File: src/rtl/pc_next_unit.sv
// Program-counter register and next-PC selection for the RV32I single-cycle core.
// Optional branch statistics counters are enabled with `define PC_NEXT_BRANCH_STATS_EN.
module pc_next_unit #(
   parameter logic [31:0] RESET_VECTOR = 32'h0000_0000,
   parameter logic [31:0] TRAP_VECTOR  = 32'h0000_0100
) (
   input  logic        clk,
   input  logic        rst_n,
   input  logic        stall,
   input  logic        is_branch,
   input  logic        is_jal,
   input  logic        is_jalr,
   input  logic        branch_cond,
   input  logic [31:0] imm,
   input  logic [31:0] rs1_data,
   input  logic        trap_ack,
   output logic [31:0] pc,
   output logic [31:0] pc_plus4,
   output logic        redirect,
   output logic        misalign_trap,
   output logic [31:0] trap_pc,
   output logic [31:0] trap_target
`ifdef PC_NEXT_BRANCH_STATS_EN
   ,
   output logic [31:0] branch_count,
   output logic [31:0] taken_count
`endif
);

   typedef enum logic {
      ST_RUN,
      ST_TRAP_WAIT
   } state_t;

   state_t      r_state;
   logic [31:0] r_pc;
   logic        r_misalign_trap;
   logic [31:0] r_trap_pc;
   logic [31:0] r_trap_target;

   logic [31:0] w_pc_plus4;
   logic [31:0] w_jalr_sum;
   logic [31:0] w_target;
   logic        w_taken;
   logic        w_misalign;
   logic        w_commit;

   assign w_pc_plus4 = r_pc + 32'd4;
   assign w_jalr_sum = rs1_data + imm;

   // NOTE: every always_comb output gets a default first so no path can infer a latch.
   always_comb begin
      w_target = r_pc + imm;
      w_taken  = 1'b0;
      if (is_jalr) begin
         w_target = w_jalr_sum & ~32'h1;
         w_taken  = 1'b1;
      end else if (is_jal) begin
         w_taken  = 1'b1;
      end else if (is_branch) begin
         w_taken  = branch_cond;
      end
   end

   // A stalled instruction has not committed, so it can neither redirect nor trap.
   assign w_commit   = (r_state == ST_RUN) && !stall;
   assign w_misalign = w_taken && (w_target[1:0] != 2'b00);

   // NOTE: sequential state uses non-blocking assignments so all registers update from pre-edge values.
   always_ff @(posedge clk or negedge rst_n) begin
      if (!rst_n) begin
         r_state         <= ST_RUN;
         r_pc            <= RESET_VECTOR;
         r_misalign_trap <= 1'b0;
         r_trap_pc       <= 32'h0;
         r_trap_target   <= 32'h0;
      end else begin
         case (r_state)
            ST_RUN: begin
               if (w_commit) begin
                  if (w_misalign) begin
                     r_trap_pc       <= r_pc;
                     r_trap_target   <= w_target;
                     r_misalign_trap <= 1'b1;
                     r_state         <= ST_TRAP_WAIT;
                  end else if (w_taken) begin
                     r_pc <= w_target;
                  end else begin
                     r_pc <= w_pc_plus4;
                  end
               end
            end
            ST_TRAP_WAIT: begin
               if (trap_ack) begin
                  r_pc            <= TRAP_VECTOR;
                  r_misalign_trap <= 1'b0;
                  r_state         <= ST_RUN;
               end
            end
            default: r_state <= ST_RUN;
         endcase
      end
   end

   assign pc            = r_pc;
   assign pc_plus4      = w_pc_plus4;
   assign redirect      = w_commit && w_taken && !w_misalign;
   assign misalign_trap = r_misalign_trap;
   assign trap_pc       = r_trap_pc;
   assign trap_target   = r_trap_target;

`ifdef PC_NEXT_BRANCH_STATS_EN
   logic [31:0] r_branch_count;
   logic [31:0] r_taken_count;
   logic        w_branch_commit;

   // Only a pure conditional branch counts; jal/jalr take priority when mixed in.
   assign w_branch_commit = w_commit && is_branch && !is_jal && !is_jalr;

   always_ff @(posedge clk or negedge rst_n) begin
      if (!rst_n) begin
         r_branch_count <= 32'h0;
         r_taken_count  <= 32'h0;
      end else if (w_branch_commit) begin
         if (r_branch_count != 32'hFFFF_FFFF) r_branch_count <= r_branch_count + 32'd1;
         if (branch_cond && (r_taken_count != 32'hFFFF_FFFF)) r_taken_count <= r_taken_count + 32'd1;
      end
   end

   assign branch_count = r_branch_count;
   assign taken_count  = r_taken_count;
`endif

endmodule

File: config.mk
export PLATFORM = sky130hd
export DESIGN_NAME = pc_next_unit
export DESIGN_NICKNAME = d
export VERILOG_FILES = /design/src/rtl/pc_next_unit.sv
export SDC_FILE = /design/constraint.sdc
export NUM_CORES = 1
export LEC_CHECK = 0
export ABC_AREA = 1
export BUFFER_PORTS_ARGS = -buffer_cell sky130_fd_sc_hd__buf_2
export CELL_PAD_IN_SITES_DETAIL_PLACEMENT = 0
export CELL_PAD_IN_SITES_GLOBAL_PLACEMENT = 1
export CORE_MARGIN = 2
export CORE_UTILIZATION = 41
export DETAILED_ROUTE_END_ITERATION = 8
export GPL_TIMING_DRIVEN = 0
export PLACE_DENSITY_LB_ADDON = 0.1
export SYNTH_ARGS = -nofsm -noshare
export SYNTH_HDL_FRONTEND = slang
export SYNTH_SLANG_ARGS = --single-unit
File: constraint.sdc
create_clock -name clk -period 6.5 [get_ports clk]
set_input_delay 0.65 -clock clk [delete_from_list [all_inputs] [get_ports clk]]
set_output_delay 0.65 -clock clk [all_outputs]
set_load 0.01 [all_outputs]
# Word-level counts from Yosys, hierarchy flattened

Cells that the tools add are included.
W data, S select, Z words.

Register bits after elaboration: 98
Input bits: 72
Output and inout port bits: 130

Mux-type cells: 17
Reduce and logical (&&, ||, !) cells: 10
Eq/ne operators: 4
Bitwise logic cells: 1
$add $sub $neg: 3

Operators with widths:

| operator                | number |
|---|---|
| $mux W32                | 5 |
| $add A32 B32 Y32        | 2 |
| $pmux W32 S2            | 1 |
| $add A32 B3 Y32 const B | 1 |
| $mux W1                 | 9 |
| $reduce_and A3 Y1       | 3 |
| $ne A2 B2 Y1 const B    | 4 |
| $logic_and A1 B1 Y1     | 4 |
| $pmux W1 S2             | 2 |
| $logic_not A1 Y1        | 2 |
| $reduce_bool A2 Y1      | 1 |
| $not A1 Y1              | 1 |

# Longest topological paths before layout

Word-level depth: 7
Depth in mapped cells: 17
Gate-level depth less buffers: 17

# Worst setup path before layout

OpenSTA, ideal clock, no wires.

Kind: input -> register
Start: input port imm[0]
End: register r_trap_pc[30] (netlist: trap_pc[30])
Slack: 4.104 ns
Cell stages on the path: 11
Data required time: 6.369 ns
Data arrival time: 2.265 ns
Buffers on the path: 2
Cells stage by stage: ha_1 -> fa_1 -> nand2_1 -> nand3_1 -> nand2_1 -> nor2_1 -> nand2_2 -> buf_2 -> buf_4 -> nand2_1 -> o21ai_0

Word-level cells in the longest chain between the ends: 5

Ends and longest elaborated chain:

| element                             | RTL line | text |
|---|---|---|
| from (decl)                         | 14       | `input logic [31:0] imm,` |
| $add A32 B32 Y32 (on tied branches) | 53, 49   |  |
| $mux W32 *                          | 55       | `if (is_jalr) begin` |
| $reduce_bool A2 Y1 *                | 67       | `assign w_misalign = w_taken && (w_target[1:0] != 2'b00);` |
| $logic_and A1 B1 Y1 *               | 67       |  |
| $reduce_and A3 Y1 (no line) *       | -        |  |
| to (signal assigned)                | 82       | `r_trap_pc <= r_pc;` |
| to (decl)                           | 38       | `logic [31:0] r_trap_pc;` |

Every way passes the cells marked *; elsewhere a longest branch is shown, timed or not.
A chain may end at the register's enable or synchronous reset.

# Worst setup path in the final report

Start: register r_pc[2] (netlist: pc[2])
End: output port pc_plus4[18]

Word-level cells in the longest chain between the ends: 1

Ends and longest elaborated chain:

| element                | RTL line | text |
|---|---|---|
| from (decl)            | 36       | `logic [31:0] r_pc;` |
| from (signal assigned) | 87       | `r_pc <= w_target;` |
| from (signal assigned) | 89       | `r_pc <= w_pc_plus4;` |
| $add A32 B3 Y32        | 48       | `assign w_pc_plus4 = r_pc + 32'd4;` |
| to (decl)              | 18       | `output logic [31:0] pc_plus4,` |

Every way passes these cells.

==> metrics.cfg <==
[status]
status=finished clean

[yosys]
ys_seq_area_share_pct=24.7
synth.cell_area_um2=9910
yosysWarningCount=0
synthDistinctLibCells=44
ys_seq_elements=98
avgSynthCellArea_um2=5.70
syn_nets=1875
synth_cells=1739

[grt]
grt_pass1_wl_um=58100
gr-total-overflow=0
grt_pass1_vias=10395
grt_max_degree=58
track_usage_pct=29.1
antenna_found_initial=0

[floorplan]
core_um2=23600
fp.dieW_um=159
row_count=56
die_y_um=159
initial_core_util_pct=42.0
dieArea_um2=25400
io_pins=202

[run]
maxCapViolCount=0

[finish]
mostFrequentLayoutCell=nand2_1
final_cell_mix=nand2_1, inv_1, buf_2
synthToLayoutAreaGrowth_pct=17.6
drive_gt1_share_pct=13.6
antenna_cells=0
nNetsFinal=2088

[worst_setup_path]
r2r-end=pc[30]$_DFFE_PN0P_
arrival_ns=2.84
path_buf_inv=4
r2r-start=pc[0]$_DFFE_PN0P_
required_ns=5.85
crit_family=simple AND/OR/NAND/NOR gates
cpMaxStageDelayCell=dfrtp_1
cp-start-kind=flip-flop
r2r_slack_ns=3.81
crit_fanout=7
crit_top_cell=nand2_1
rr_worst_depth=16
crit_chain=ha_1, nand2_1, inv_2, nand2_1, nor2_2, nand4_1, inv_1, nand2_1, o21ai_1, inv_1, buf_2
cp-end-kind=primary output
path_class=reg2out
critPathMaxStageDelay_ns=0.60

[sta]
grt_setup_unrepaired=no
fin_ws_ns=3.01
finClkSkew_ns=0.0105
max_freq_mhz=286
min_period_ns=3.49
worst_pin_slew_ns=0.722
timing.final.crit_share_pct=53.7
relSlewSlack_pct=51.8
hold_violations=0
setup_viol=0
tns_ns=0
slew_viol_final=0

[clocking]
clock_sinks=98
hold_buffers=0
clkLatencyLatePin_ns=0.35
htreeDepth=3
cts_buffers=9
cts_resized=0
clock_path_buffers=2
cts_setup_buffers=0
root_buffer=clkbuf_16
cts_tree=built
path_clk_slew_ns=0.08

[power_and_ir_drop]
vdd_drop_max_mv=0.184
cellLeakagePower_nw=7.22
power_density_nw_per_um2=377

[drt]
viasPerCell=4.94
drtIter0Drc=915
drtPass1Iterations=5
drc=0
ant_nets=0
vias=11254
wl_um=37200
wire_per_inst_um=16.4

[placement]
portBuffers=201
dp_slack_ns=3.48
gp_congestion=0.918
dpl.hpwl_um=31400

[hold_path]
hold_path_class=in2async

[worst reg2reg max path, stage by stage, from the launching register on]
cell	delay (ns)
dfrtp_1	0.43
ha_1	0.27
fa_1	0.46
nand3_1	0.13
nand3_1	0.17
nand2_1	0.10
nand2_1	0.11
nand2_1	0.09
nand2_1	0.18
nand2_1	0.15
nand2_1	0.07
nand2_1	0.06
nand3_1	0.06
nand2_1	0.15
nand2_1	0.07
nand2_1	0.06
nand2_1	0.04
[through the flow]
stage | hold WS [ns] | utilization (%) | power [mW] | std cells | instance area [µm²]
floorplan | 0.354 | - | 2.78 | 1739 | 9910
global placement | 0.466 | 47.9 | 3.79 | 2259 | 11300
detailed placement | 0.464 | 48.1 | 3.82 | 2260 | 11300
CTS | 0.313 | 49.4 | 4.38 | 2276 | 11700
global route | 0.340 | 49.4 | 4.79 | 2276 | 11700
finish | 0.299 | 49.4 | 4.39 | 2276 | 11700
[cell families after synthesis]
kind of cell,Yosys count,share of synthesized area [%]
DFF,98,24.7
AOI/OAI and AO/OA,176,9.42
buffers and inverters,356,13.8
xor gates and xnor gates,12,1.06
and+or+nand+nor,1033,42.7
adders and majority gates,64,8.23
[state kept, by name (all words and copies together) (netlist names)]
name           cells
pc                32
trap_pc           32
r_state            1
trap_target       32
misalign_trap      1
[metal layers]
metal	track usage, %	routed length [µm]
met5	0	0
met3	4.30	2550
met1	41.1	17500
met2	47.1	16300
met4	6.32	874
[worst max path at each step]
| stage | startpoint | endpoint | slack, ns | cells after the start |
|---|---|---|---|---|
| finish | pc[2]$_DFFE_PN0P_ | pc_plus4[18] | 3.01 | 11 |
| global route | pc[2]$_DFFE_PN0P_ | pc_plus4[18] | 2.88 | 11 |
| CTS | pc[2]$_DFFE_PN0P_ | pc_plus4[18] | 3.12 | 11 |
| detailed placement | imm[0] | trap_pc[25]$_DFFE_PN0P_ | 3.48 | 10 |
| global placement | pc[2]$_DFFE_PN0P_ | pc_plus4[18] | 3.51 | 11 |
| floorplan | imm[0] | trap_pc[30]$_DFFE_PN0P_ | 4.10 | 11 |
[power breakdown]
part | internal (mW) | leakage (nW) | switching, mW
Combinational | 0.902 | 5.82 | 1.70
Sequential | 0.874 | 1.25 | 0.364
Clock | 0.292 | 0.153 | 0.261
Total | 2.07 | 7.22 | 2.32
[layout make-up]
cell class,count,area [µm²]
fillers,2664,12000
clock inverters,5,56.3
well taps,319,399
repair buffers,202,1040
multi-input cells,1285,6090
plain buffers,33,159
inverters,323,1210
clock buffers,11,253
flip-flops and latches,98,2450
[cell usage after synthesis]
library cell  instances  share of area, %
nand3_2               2              0.20
clkinv_2              1             0.050
buf_1                 3              0.11
or2_2                 5              0.32
nand3_1             124               6.3
o21ai_0              55               2.8
nor4_2                1              0.13
clkbuf_2              1             0.050
or2_0                 1             0.063
buf_2                 9              0.45
o21a_1                1             0.076
clkbuf_1             14              0.53
xnor2_1               4              0.35
fa_1                  2              0.40
o21bai_1              4              0.30
nor3_1               21               1.1
a32oi_1               2              0.18
nand3b_1              2              0.15
a21oi_1              74               3.7
ha_1                 62               7.8
nor2_4                1              0.11
and3_1                3              0.19
inv_2                10              0.38
inv_1               312                12
a31oi_1               1             0.063
nor3_4                1              0.16
nor2_1              116               4.4
a21oi_2               1             0.088
nand2_2               2              0.13
buf_4                 6              0.45
o22ai_2               1              0.13
a21o_1                2              0.15
nor3_2                5              0.51
o22ai_1               8              0.51
o21ai_1              25               1.3
dfrtp_1              98                25
a22oi_1               1             0.076
nand4_1              19               1.2
xor2_1                8              0.71
nand2_4               1              0.11
o211ai_1              1             0.076
nor2_2                1             0.063
nand2_1             725                27
nor4_1                3              0.19
No activity file was read; power rests on OpenSTA's default activity.
